===== src/rtl/bcd_nibble_rx_pkg.sv =====
// bcd_pkg: shared state encoding, BCD limit and frame length for bcd_nibble_rx.
// Frame length is 5 (nibble + odd parity) when BCD_RX_PARITY_EN is defined, else 4.
package bcd_pkg;
  typedef enum logic [1:0] {IDLE = 2'd0, SHIFT = 2'd1, HOLD = 2'd2} state_t;
  localparam logic [3:0] BCD_MAX = 4'd9;
`ifdef BCD_RX_PARITY_EN
  localparam int N = 5;
`else
  localparam int N = 4;
`endif
endpackage


===== src/rtl/bcd_nibble_rx_if.sv =====
// bcd_nibble_rx_if: serial-in bit handshake plus presented-digit handshake.
interface bcd_nibble_rx_if;
  logic       sin;
  logic       sin_valid;
  logic       sin_ready;
  logic [3:0] digit;
  logic       digit_valid;
  logic       out_ready;
  logic       digit_ok;
  logic       par_err;
  modport master (output sin, sin_valid, out_ready,
                  input  sin_ready, digit, digit_valid, digit_ok, par_err);
  modport slave  (input  sin, sin_valid, out_ready,
                  output sin_ready, digit, digit_valid, digit_ok, par_err);
endinterface


===== src/rtl/bcd_digit_check.sv =====
// bcd_digit_check: flags a 4-bit code as legal BCD (0..9).
module bcd_digit_check
  import bcd_pkg::*;
(
  input  logic [3:0] code,
  output logic       ok
);
  assign ok = code <= BCD_MAX;
endmodule


===== src/rtl/bcd_nibble_rx.sv =====
// bcd_nibble_rx: assembles MSB-first serial bits into a BCD digit and counts rejected digits.
// Optional odd-parity 5th bit enabled by defining BCD_RX_PARITY_EN.
module bcd_nibble_rx
  import bcd_pkg::*;
#(
  parameter int ERR_W = 8
) (
  input  logic             clk,
  input  logic             rst_n,
  input  logic             clr,
  bcd_nibble_rx_if.slave   bus,
  output logic [ERR_W-1:0] err_cnt
);
  state_t     state, nxt;
  logic [2:0] bit_cnt;
  logic [N-2:0] sh;
  logic [N-1:0] full;
  logic [3:0] digit_r;
  logic       code_ok, accept, xfer, last, bad;
`ifdef BCD_RX_PARITY_EN
  logic       par_r;
`endif
  assign full            = {sh, bus.sin};
  assign bus.sin_ready   = (state != HOLD) && !clr;
  assign accept          = bus.sin_valid && bus.sin_ready;
  assign xfer            = (state == HOLD) && bus.out_ready;
  assign last            = accept && (bit_cnt == 3'(N - 1));
  assign bus.digit       = digit_r;
  assign bus.digit_valid = state == HOLD;
  assign bus.digit_ok    = (state == HOLD) && code_ok;
`ifdef BCD_RX_PARITY_EN
  assign bus.par_err     = (state == HOLD) && par_r;
`else
  assign bus.par_err     = 1'b0;
`endif
  assign bad             = !code_ok || bus.par_err;
  bcd_digit_check u_chk (.code(digit_r), .ok(code_ok));
  always_comb begin
    nxt = clr ? IDLE
        : (state == HOLD) ? (xfer ? IDLE : HOLD)
        : last ? HOLD
        : accept ? SHIFT
        : state;
  end
  always_ff @(posedge clk or negedge rst_n) begin
    if (!rst_n) state <= IDLE;
    else        state <= nxt;
  end
  always_ff @(posedge clk or negedge rst_n) begin
    if (!rst_n) begin
      bit_cnt <= '0;
      sh      <= '0;
      digit_r <= '0;
      err_cnt <= '0;
`ifdef BCD_RX_PARITY_EN
      par_r   <= 1'b0;
`endif
    end else if (clr) begin
      bit_cnt <= '0;
      sh      <= '0;
      err_cnt <= '0;
    end else begin
      if (last) begin
        bit_cnt <= '0;
        sh      <= '0;
        digit_r <= full[N-1 -: 4];
`ifdef BCD_RX_PARITY_EN
        // even population over nibble + parity bit violates odd parity
        par_r   <= ~^full;
`endif
      end else if (accept) begin
        bit_cnt <= bit_cnt + 3'd1;
        sh      <= full[N-2:0];
      end
      if (xfer && bad && (err_cnt != '1)) err_cnt <= err_cnt + 1'b1;
    end
  end
endmodule


===== src/flat_wrapper.sv =====
// flat-port wrapper written by rule: the top's interface ports become plain ports
module bcd_nibble_rx_flat import bcd_pkg::*;
#(
  parameter int ERR_W = 8
)
  (clk, rst_n, clr, err_cnt, bus_sin, bus_sin_valid, bus_out_ready, bus_sin_ready, bus_digit, bus_digit_valid, bus_digit_ok, bus_par_err);
  bcd_nibble_rx_if bus_i ();
  input  logic clk;
  input  logic rst_n;
  input  logic clr;
  output logic [ERR_W-1:0] err_cnt;
  input wire logic [$bits(bus_i.sin)-1:0] bus_sin;
  input wire logic [$bits(bus_i.sin_valid)-1:0] bus_sin_valid;
  input wire logic [$bits(bus_i.out_ready)-1:0] bus_out_ready;
  output wire logic [$bits(bus_i.sin_ready)-1:0] bus_sin_ready;
  output wire logic [$bits(bus_i.digit)-1:0] bus_digit;
  output wire logic [$bits(bus_i.digit_valid)-1:0] bus_digit_valid;
  output wire logic [$bits(bus_i.digit_ok)-1:0] bus_digit_ok;
  output wire logic [$bits(bus_i.par_err)-1:0] bus_par_err;
  assign bus_i.sin = bus_sin;
  assign bus_i.sin_valid = bus_sin_valid;
  assign bus_i.out_ready = bus_out_ready;
  assign bus_sin_ready = bus_i.sin_ready;
  assign bus_digit = bus_i.digit;
  assign bus_digit_valid = bus_i.digit_valid;
  assign bus_digit_ok = bus_i.digit_ok;
  assign bus_par_err = bus_i.par_err;
  bcd_nibble_rx #(.ERR_W(ERR_W)) u_core (.clk(clk), .rst_n(rst_n), .clr(clr), .bus(bus_i), .err_cnt(err_cnt));
endmodule

===== config.mk =====
export PLATFORM = sky130hd
export DESIGN_NAME = bcd_nibble_rx_flat
export DESIGN_NICKNAME = d
export VERILOG_FILES = /design/src/rtl/bcd_nibble_rx_pkg.sv /design/src/rtl/bcd_nibble_rx_if.sv /design/src/rtl/bcd_digit_check.sv /design/src/rtl/bcd_nibble_rx.sv /design/src/flat_wrapper.sv
export SDC_FILE = /design/constraint.sdc
export NUM_CORES = 1
export LEC_CHECK = 0
export CORE_UTILIZATION = 42
export CTS_CLUSTER_SIZE = 14
export DETAILED_ROUTE_END_ITERATION = 16
export PLACE_DENSITY = 0.68
export SYNTH_ARGS = -nofsm -noshare
export SYNTH_HDL_FRONTEND = slang
export SYNTH_HIERARCHICAL = 1
export SYNTH_SLANG_ARGS = --single-unit

===== constraint.sdc =====
create_clock -name clk -period 1.67 [get_ports clk]
set_input_delay 0.334 -clock clk [delete_from_list [all_inputs] [get_ports clk]]
set_output_delay 0.334 -clock clk [all_outputs]
set_load 0.01 [all_outputs]

# Yosys cells after proc, flatten, opt, wreduce, memory -nomap -nowiden
# Index checks and enable logic that the tools add are counted.
word_totals:
  mem_bits_ro: 0
  memories: 0
  ram_bits: 0
  word_cells: 39
  latchBits: 0
  regBits: 20
classes:
  n_eq_ne: 4
  n_reduce_logical: 13
  mux: 13
  n_shift: 0
  n_addsub: 2
  bitwise_logic: 1
  n_lt_le_gt_ge: 1
  div: 0
  n_mul: 0
ops:
  columns: ["operator", "count"]
  rows:
  - ["3-bit 2-to-1 mux", 6]
  - ["8-bit 2-to-1 mux", 2]
  - ["2-bit 2-to-1 mux", 5]
  - ["8-bit by 1-bit adder with 8-bit output, second input constant", 1]
  - ["8-bit inequality test, second input constant", 1]
  - ["1-bit logical AND", 7]
  - ["4-bit <= comparator, second input constant", 1]
  - ["4-bit nonzero test", 1]
  - ["3-bit by 1-bit adder with 3-bit output, second input constant", 1]
  - ["3-bit by 2-bit == test with 1-bit output, second input constant", 1]
  - ["3-bit nonzero test", 1]
  - ["2-bit == test, second input constant", 1]
  - ["1-bit logical NOT", 2]
  - ["2-bit inequality test, second input constant", 1]
  - ["2-bit AND reduction", 1]
  - ["2-bit nonzero test", 1]
  - ["1-bit inverter", 1]

# Logic depth before layout (Yosys ltp)
# Gate-level depths: netlist of the first run.
logic_depth:
  ltp_word: 7
  depth_mapped: 5

# Cells and area by module
# The synthesis of the first run kept the hierarchy.
by_module_without_submodules:
  columns: ["mod", "area_each_um2", "cells_per_inst", "instances", "seq_area_each_um2"]
  rows:
  - ["bcd_nibble_rx", 980.9, 94, 1, 500.5]
  - ["bcd_digit_check", 5.0, 1, 1, 0.0]

# Worst setup path before layout of the first run
# OpenSTA, ideal clock, no wires.
synth_timing:
  path_type: "register to register"
  startpoint: "register u_core.digit_r[1] (netlist: u_core/bus.digit[1])"
  endpoint: "register u_core.err_cnt[7]"
  path_stages_with_launch: 6
  t_arrival_ns: 1.447
  setup_time_ns: 0.125
  t_required_ns: 1.545
  path_slack_ns: 0.098
  path_cell_list: "dfrtp_1 -> o21ai_1 -> and4bb_4 -> and4_4 -> nand3_1 -> mux2_4"
synth_via:
  elab_chain_len: 5
synth_lines:
  columns: ["element", "line", "source"]
  rows:
  - ["from (decl)", "bcd_nibble_rx.sv:18", "logic [3:0] digit_r;"]
  - ["from (signal assigned)", "bcd_nibble_rx.sv:66", "digit_r <= full[N-1 -: 4];"]
  - ["4-bit <= comparator", "bcd_digit_check.sv:8", "assign ok = code <= BCD_MAX;"]
  - ["named net u_core.code_ok", "bcd_nibble_rx.sv:19", "logic code_ok, accept, xfer, last, bad;"]
  - ["1-bit logical NOT", "bcd_nibble_rx.sv:36", "assign bad = !code_ok || bus.par_err;"]
  - ["1-bit logical AND (2 in series)", "bcd_nibble_rx.sv:75", "if (xfer && bad && (err_cnt != '1)) err_cnt <= err_cnt + 1'b1;"]
  - ["2-bit nonzero test (no line)", null, null]
  - ["to (signal assigned)", "bcd_nibble_rx.sv:75", null]
  - ["to (decl)", "bcd_nibble_rx.sv:12", "output logic [ERR_W-1:0] err_cnt"]
# The timed path passes the listed nets, and every way through them passes these cells.
# A chain may end at the register's enable or synchronous reset.

# Final worst setup path of the first run
layout_timing:
  startpoint: "register u_core.err_cnt[0]"
  endpoint: "output port err_cnt[0]"
layout_lines:
  columns: ["element", "line", "source"]
  rows:
  - ["to (decl)", "flat_wrapper.sv:11", "output logic [ERR_W-1:0] err_cnt;"]
# No word-level cell between the ends.

==> results of run 1 <==
==> cells in the final DEF, fill, tap and decap left out, drive strengths merged, types with 2 or more instances in the layout <==
cell type	synthesis	routed
and3	2	2
buf	2	15
o211ai	2	2
nand2b	6	6
clkdlybuf4s50	0	16
mux2	5	5
ha	2	2
a21oi	7	7
dfrtp	20	20
nand3	6	6
nand2	3	3
clkdlybuf4s15	0	2
nor2b	3	3
nor3	2	2
xor2	3	3
clkbuf	2	4
o21ai	4	4
nor2	12	12
mux2i	2	2
==> kinds of logic (layout without fill, tap and decap cells) <==
group	after synthesis	count (layout)	share of synthesized area, %
fa+ha+maj	2	2	2.54
simple gates	40	40	22.6
flops	20	20	50.8
xor+xnor	3	3	2.67
buf+inv	5	40	2.41
other cells	1	1	0.380
compound gates	17	17	10.5
mux	7	7	8.12
==> through the flow <==
stage                     area, um2  cells  TNS (ns)
after global routing           1370    158  -0.00884
after CTS                      1350    156         0
after global placement         1280    149    -0.653
after floorplan                 986     95         0
final                          1370    158         0
after detailed placement       1280    149    -0.852
==> synthesized netlist by cell type, drive strengths merged <==
cell / instances / area (um2)
a22oi: 1 / 7.51
and4: 1 / 11.3
and4bb: 1 / 16.3
o211ai: 2 / 15.0
nor2b: 3 / 18.8
and2: 1 / 6.26
a2111oi: 1 / 8.76
dfrtp: 20 / 500
conb: 1 / 3.75
nor3b: 1 / 7.51
a21oi: 7 / 35.0
inv: 1 / 3.75
and4b: 1 / 10.0
nand4: 1 / 6.26
nor2: 12 / 45.0
ha: 2 / 25.0
o21ai: 4 / 20.0
mux2: 5 / 60.1
xor2: 3 / 26.3
and3: 2 / 12.5
a211oi: 1 / 7.51
nand3: 6 / 30.0
mux2i: 2 / 20.0
nand2: 3 / 11.3
o211a: 1 / 10.0
clkbuf: 2 / 7.51
buf: 2 / 12.5
nand2b: 6 / 37.5
nor3: 2 / 10.0
==> state kept, by name, indices dropped and copies added, names as in the netlist <==
signal            flops
u_core/bit_cnt        3
u_core/bus.digit      4
u_core/err_cnt        8
u_core/sh             3
u_core/state          2
==> repair_timing <==
item / 4_1_cts / 5_1_grt
gates resized for setup: 5 / 5
hold buffers: 0 / 0
setup endpoints to repair: 4 / 6
buffers inserted: 3 / 2
==> path summary, 6_finish.rpt <==
kind | to | slack [ns] | cells past startpoint
max | err_cnt[0] | 0.04 | 1
min | u_core/err_cnt[2]$_DFFE_PN0P_ | 0.36 | 2
max reg2reg | u_core/err_cnt[7]$_DFFE_PN0P_ | 0.09 | 5
min reg2reg | u_core/bus.digit[3]$_DFFE_PN0P_ | 0.53 | 1
max in group asynchronous | u_core/state[1]$_DFFE_PN0P_ | 1.10 | 2
min in group clk | u_core/bus.digit[3]$_DFFE_PN0P_ | 0.53 | 1
==> layout make-up <==
class / count / area (um2)
Fill cell: 192 / 842
Sequential cell: 20 / 500
Multi-Input combinational cell: 70 / 468
Timing Repair Buffer: 35 / 310
Tap cell: 28 / 35.0
Clock inverter: 1 / 30.0
Clock buffer: 3 / 22.5
Inverter: 1 / 3.75
==> power by group through the flow <==
stage          combinational [W]  sequential (W)  clock [W]
2_1_floorplan          0.0000336        0.000513          0
3_3_place_gp           0.0000800        0.000511          0
3_5_place_dp           0.0000813        0.000512          0
4_1_cts                0.0000825        0.000503   0.000402
5_1_grt                0.0000890        0.000505   0.000419
6_report               0.0000800        0.000503   0.000385
==> per-layer routing <==
layer  routed length [um]  GRT usage [%]  vias to the layer above
met5                    0              0                        -
met4                    8           2.78                        0
met3                   69           5.45                        2
met2                  926           24.9                       16
met1                  989           23.2                      397
li1                     -              -                      405
==> impl_metrics.json, run 1 <==
{
  "power_w": 0.000968,
  "drv_slew": 0,
  "gp_congestion": 0.759,
  "setup-violations-final": 0,
  "h-tree-depth": 1,
  "synth.avg_cell_area_um2": 10.4,
  "hpwlAfterDp_um": 1450,
  "cp_top_family": "buffers and inverters",
  "post-route-min-period_ns": 1.63,
  "hold_class": "input pin to async pin",
  "fin_skew_ns": 0.00536,
  "final_antenna_net_count": 0,
  "vias_per_cell": 5.19,
  "critPathRequiredTime_ns": 1.34,
  "vias": 820,
  "port_buffers": 20,
  "cts_buffers": 3,
  "drt-total-wl_um": 1990,
  "p_comb_share_pct": 8.3,
  "ys_seq_elements": 20,
  "cts_tree": "yes",
  "seqPwrFrac_pct": 51.9,
  "fin_nets": 139,
  "maxCapViolCount": 0,
  "grt_first_pass_wirelength_um": 3140,
  "fp-row-count": 17,
  "yosys.cell_types.count": 32,
  "post-place-ws_ns": -0.151,
  "setup_ws_ns": 0.0375,
  "dieArea_um2": 2550,
  "status": "finished clean",
  "ios": 22,
  "yosysWarningCount": 6,
  "startpoint_type": "register",
  "arrival_ns": 1.30,
  "power.internal_w": 0.000778,
  "syn_inst": 95,
  "cp_max_fo": 4,
  "grt_antenna_before_repair": 0,
  "dieHeight_um": 50.5,
  "wl_per_cell_um": 12.6,
  "drc": 0,
  "grt_pass1_vias": 715,
  "cp_slowest_cell": "clkdlybuf4s50_1",
  "grtUsageTotal_pct": 16.5,
  "fin_crit_sh_pct": 97.8,
  "crit_path_max_incr_delay_ns": 0.57,
  "fmax_mhz": 613,
  "power.density_nw_per_um2": 707,
  "drive_gt1_share_pct": 22.3,
  "seq_area_frac_synth_pct": 50.8,
  "path_cells": "clkdlybuf4s50_1",
  "grt_overflow": 0,
  "dr.pass1.iters": 5,
  "drt-initial-drc-count": 14,
  "fin_util_pct": 61.9,
  "cts-root-buf": "clkbuf_4",
  "clock_sinks": 20,
  "cp.buffers_inverters": 1,
  "path_class": "register to primary output",
  "syn_nets": 103,
  "diodes": 0,
  "clk_latency_ns": 0.30,
  "swShare_pct": 19.6,
  "ir_drop_v": 0.000632,
  "clk_pin_slew_ns": 0.11,
  "rr_startpoint": "u_core/state[0]$_DFFE_PN0P_",
  "die-width_um": 50.5,
  "p_leak_nw": 0.663,
  "final_hold_viol_count": 0,
  "syn2layout_area_growth_pct": 39.0,
  "grt_max_degree": 21,
  "clockBufferDepth": 2,
  "initial_core_util_pct": 44.6,
  "coreArea_um2": 2210,
  "startpoint": "u_core/err_cnt[0]$_DFFE_PN0P_",
  "syn_area_um2": 986,
  "worstSetupEndpointType": "primary output",
  "hold_ws_ns": 0.359,
  "switchingPower_w": 0.000190,
  "pwr-share-clk_pct": 39.8
}
(Power assumes the default switching activity.)
==> run 2: changes to the inputs <==
Settings changed: CORE_UTILIZATION 42 to 48, PLACE_DENSITY 0.68 to 0.77.
==> impl_metrics.json, run 2 (same netlist as run 1, synthesis figures left out) <==
{
  "clock_sinks": 20,
  "drv_slew": 0,
  "fp-row-count": 16,
  "cts_buffers": 3,
  "cp_slowest_cell": "clkdlybuf4s50_1",
  "coreArea_um2": 1940,
  "dieArea_um2": 2240,
  "grt_use_met3_pct": 3.46,
  "multiInputGateArea_um2": 483,
  "grt_pass1_vias": 698,
  "drc": 0,
  "port_buffers": 20,
  "cts_tree": "yes",
  "drive_gt1_share_pct": 23.7,
  "clk_latency_ns": 0.31,
  "ir_drop_v": 0.000627,
  "startpoint_type": "register",
  "grt_max_degree": 21,
  "fmax_mhz": 604,
  "fin_area_um2": 1380,
  "place_area_um2": 1280,
  "num-fill-cells": 168,
  "hpwlAfterDp_um": 1420,
  "path_class": "register to primary output",
  "wl_per_cell_um": 14.7,
  "final_common_cell": "dfrtp_1",
  "fin_skew_ns": 0.00414,
  "final_antenna_net_count": 0,
  "fin_crit_sh_pct": 99.2,
  "h-tree-depth": 1,
  "largest_reg_flops": 8,
  "dr.pass1.iters": 4,
  "grt-busiest-layer": "met2",
  "drt-initial-drc-count": 12,
  "fin_util_pct": 71.0,
  "critPathRequiredTime_ns": 1.34,
  "vias": 860,
  "die-width_um": 47.3,
  "cts-root-buf": "clkbuf_4",
  "path_cells": "clkdlybuf4s50_1",
  "syn2layout_area_growth_pct": 39.8,
  "grtUsageTotal_pct": 20.8,
  "cts_hold_buf": 0,
  "grt_overflow": 0,
  "setup-violations-final": 0,
  "grt_first_pass_wirelength_um": 3150,
  "final_hold_viol_count": 0,
  "arrival_ns": 1.32,
  "hold_class": "input pin to async pin",
  "maxCapViolCount": 0,
  "drt-total-wl_um": 2330,
  "p_leak_nw": 0.690,
  "cp_top_family": "buffers and inverters",
  "post-route-min-period_ns": 1.66,
  "worstSetupEndpointType": "primary output",
  "clk_pin_slew_ns": 0.12,
  "cp.buffers_inverters": 1,
  "diodes": 0,
  "dieHeight_um": 47.3,
  "fin_nets": 140,
  "status": "finished clean",
  "grt_antenna_before_repair": 0,
  "ff_latch_area_um2": 500,
  "ios": 22,
  "grtUsageMet1_pct": 28.8,
  "layout_common_cells": "dfrtp_1 (20), buf_4 (16), clkdlybuf4s50_1 (15)",
  "registers.top_by_ff_count": "u_core/err_cnt",
  "met2_usage_pct": 31.2,
  "gp_congestion": 0.763,
  "clockBufferDepth": 2,
  "cp_max_fo": 5,
  "power.density_nw_per_um2": 635,
  "vias_per_cell": 5.44,
  "crit_path_max_incr_delay_ns": 0.57,
  "initial_core_util_pct": 50.8
}
## run 2: cell count changes in the layout (fill, tap and decap cells not counted), sizes merged
| cell | before | now |
|---|---|---|
| clkdlybuf4s50 | 16 | 15 |
| bufinv | 1 | 0 |
| clkdlybuf4s15 | 2 | 0 |
| dlygate4sd2 | 0 | 3 |
| dlymetal6s2s | 1 | 2 |
| buf | 15 | 16 |
## run 2: power breakdown
part	total, W	internal [W]	switching [W]
registers	0.000503	0.000495	0.00000824
logic	0.0000844	0.0000435	0.0000409
clock network	0.000288	0.000133	0.000155
## run 2: what timing repair did
item,in CTS,in global routing
pin swaps,0,2
endpoints found under the setup margin,4,11
buffers inserted,1,4
endpoints found under the hold margin,0,0
resized for setup,4,6
## run 2: layout make-up
class,count,area share [%]
well taps,27,2.45
flip-flops and latches,20,36.3
inverters,1,0.272
multi-input cells,70,35.0
clock buffers,4,2.63
repair buffers,36,23.3
## run 2: stage by stage
step / hold WS (ns) / power (W) / instances / setup WS (ns) / setup TNS, ns
global route: 0.366 / 0.000913 / 158 / -0.0434 / -0.118
floorplan: 0.0384 / 0.000546 / 95 / 0.0979 / 0
detailed placement: 0.504 / 0.000596 / 149 / -0.176 / -0.655
CTS: 0.347 / 0.000879 / 154 / 0.0245 / 0
global placement: 0.495 / 0.000595 / 149 / -0.160 / -0.674
finish: 0.346 / 0.000876 / 158 / 0.0140 / 0
## run 2: path summary, 6_finish.rpt
kind,end,slack (ns),from,cells after the start
worst max register to register,u_core/err_cnt[7]$_DFFE_PN0P_,0.04,u_core/state[0]$_DFFE_PN0P_,5
worst max-delay path,err_cnt[7],0.01,u_core/err_cnt[7]$_DFFE_PN0P_,1
min in group clk,u_core/bus.digit[3]$_DFFE_PN0P_,0.53,u_core/sh[2]$_DFFE_PN0P_,1
max in group asynchronous,u_core/bus.digit[1]$_DFFE_PN0P_,1.11,rst_n,2
worst min-delay path,u_core/err_cnt[6]$_DFFE_PN0P_,0.35,rst_n,2
worst min register to register,u_core/bus.digit[3]$_DFFE_PN0P_,0.53,u_core/sh[2]$_DFFE_PN0P_,1
## run 2: layer usage
| layer | part of all wire, % | wire length, um | up-vias |
|---|---|---|---|
| met5 | 0 | 0 | - |
| met4 | 1.6 | 38 | 0 |
| met3 | 4.2 | 99 | 4 |
| met2 | 48 | 1130 | 24 |
| met1 | 46 | 1060 | 430 |
| li1 | - | - | 402 |
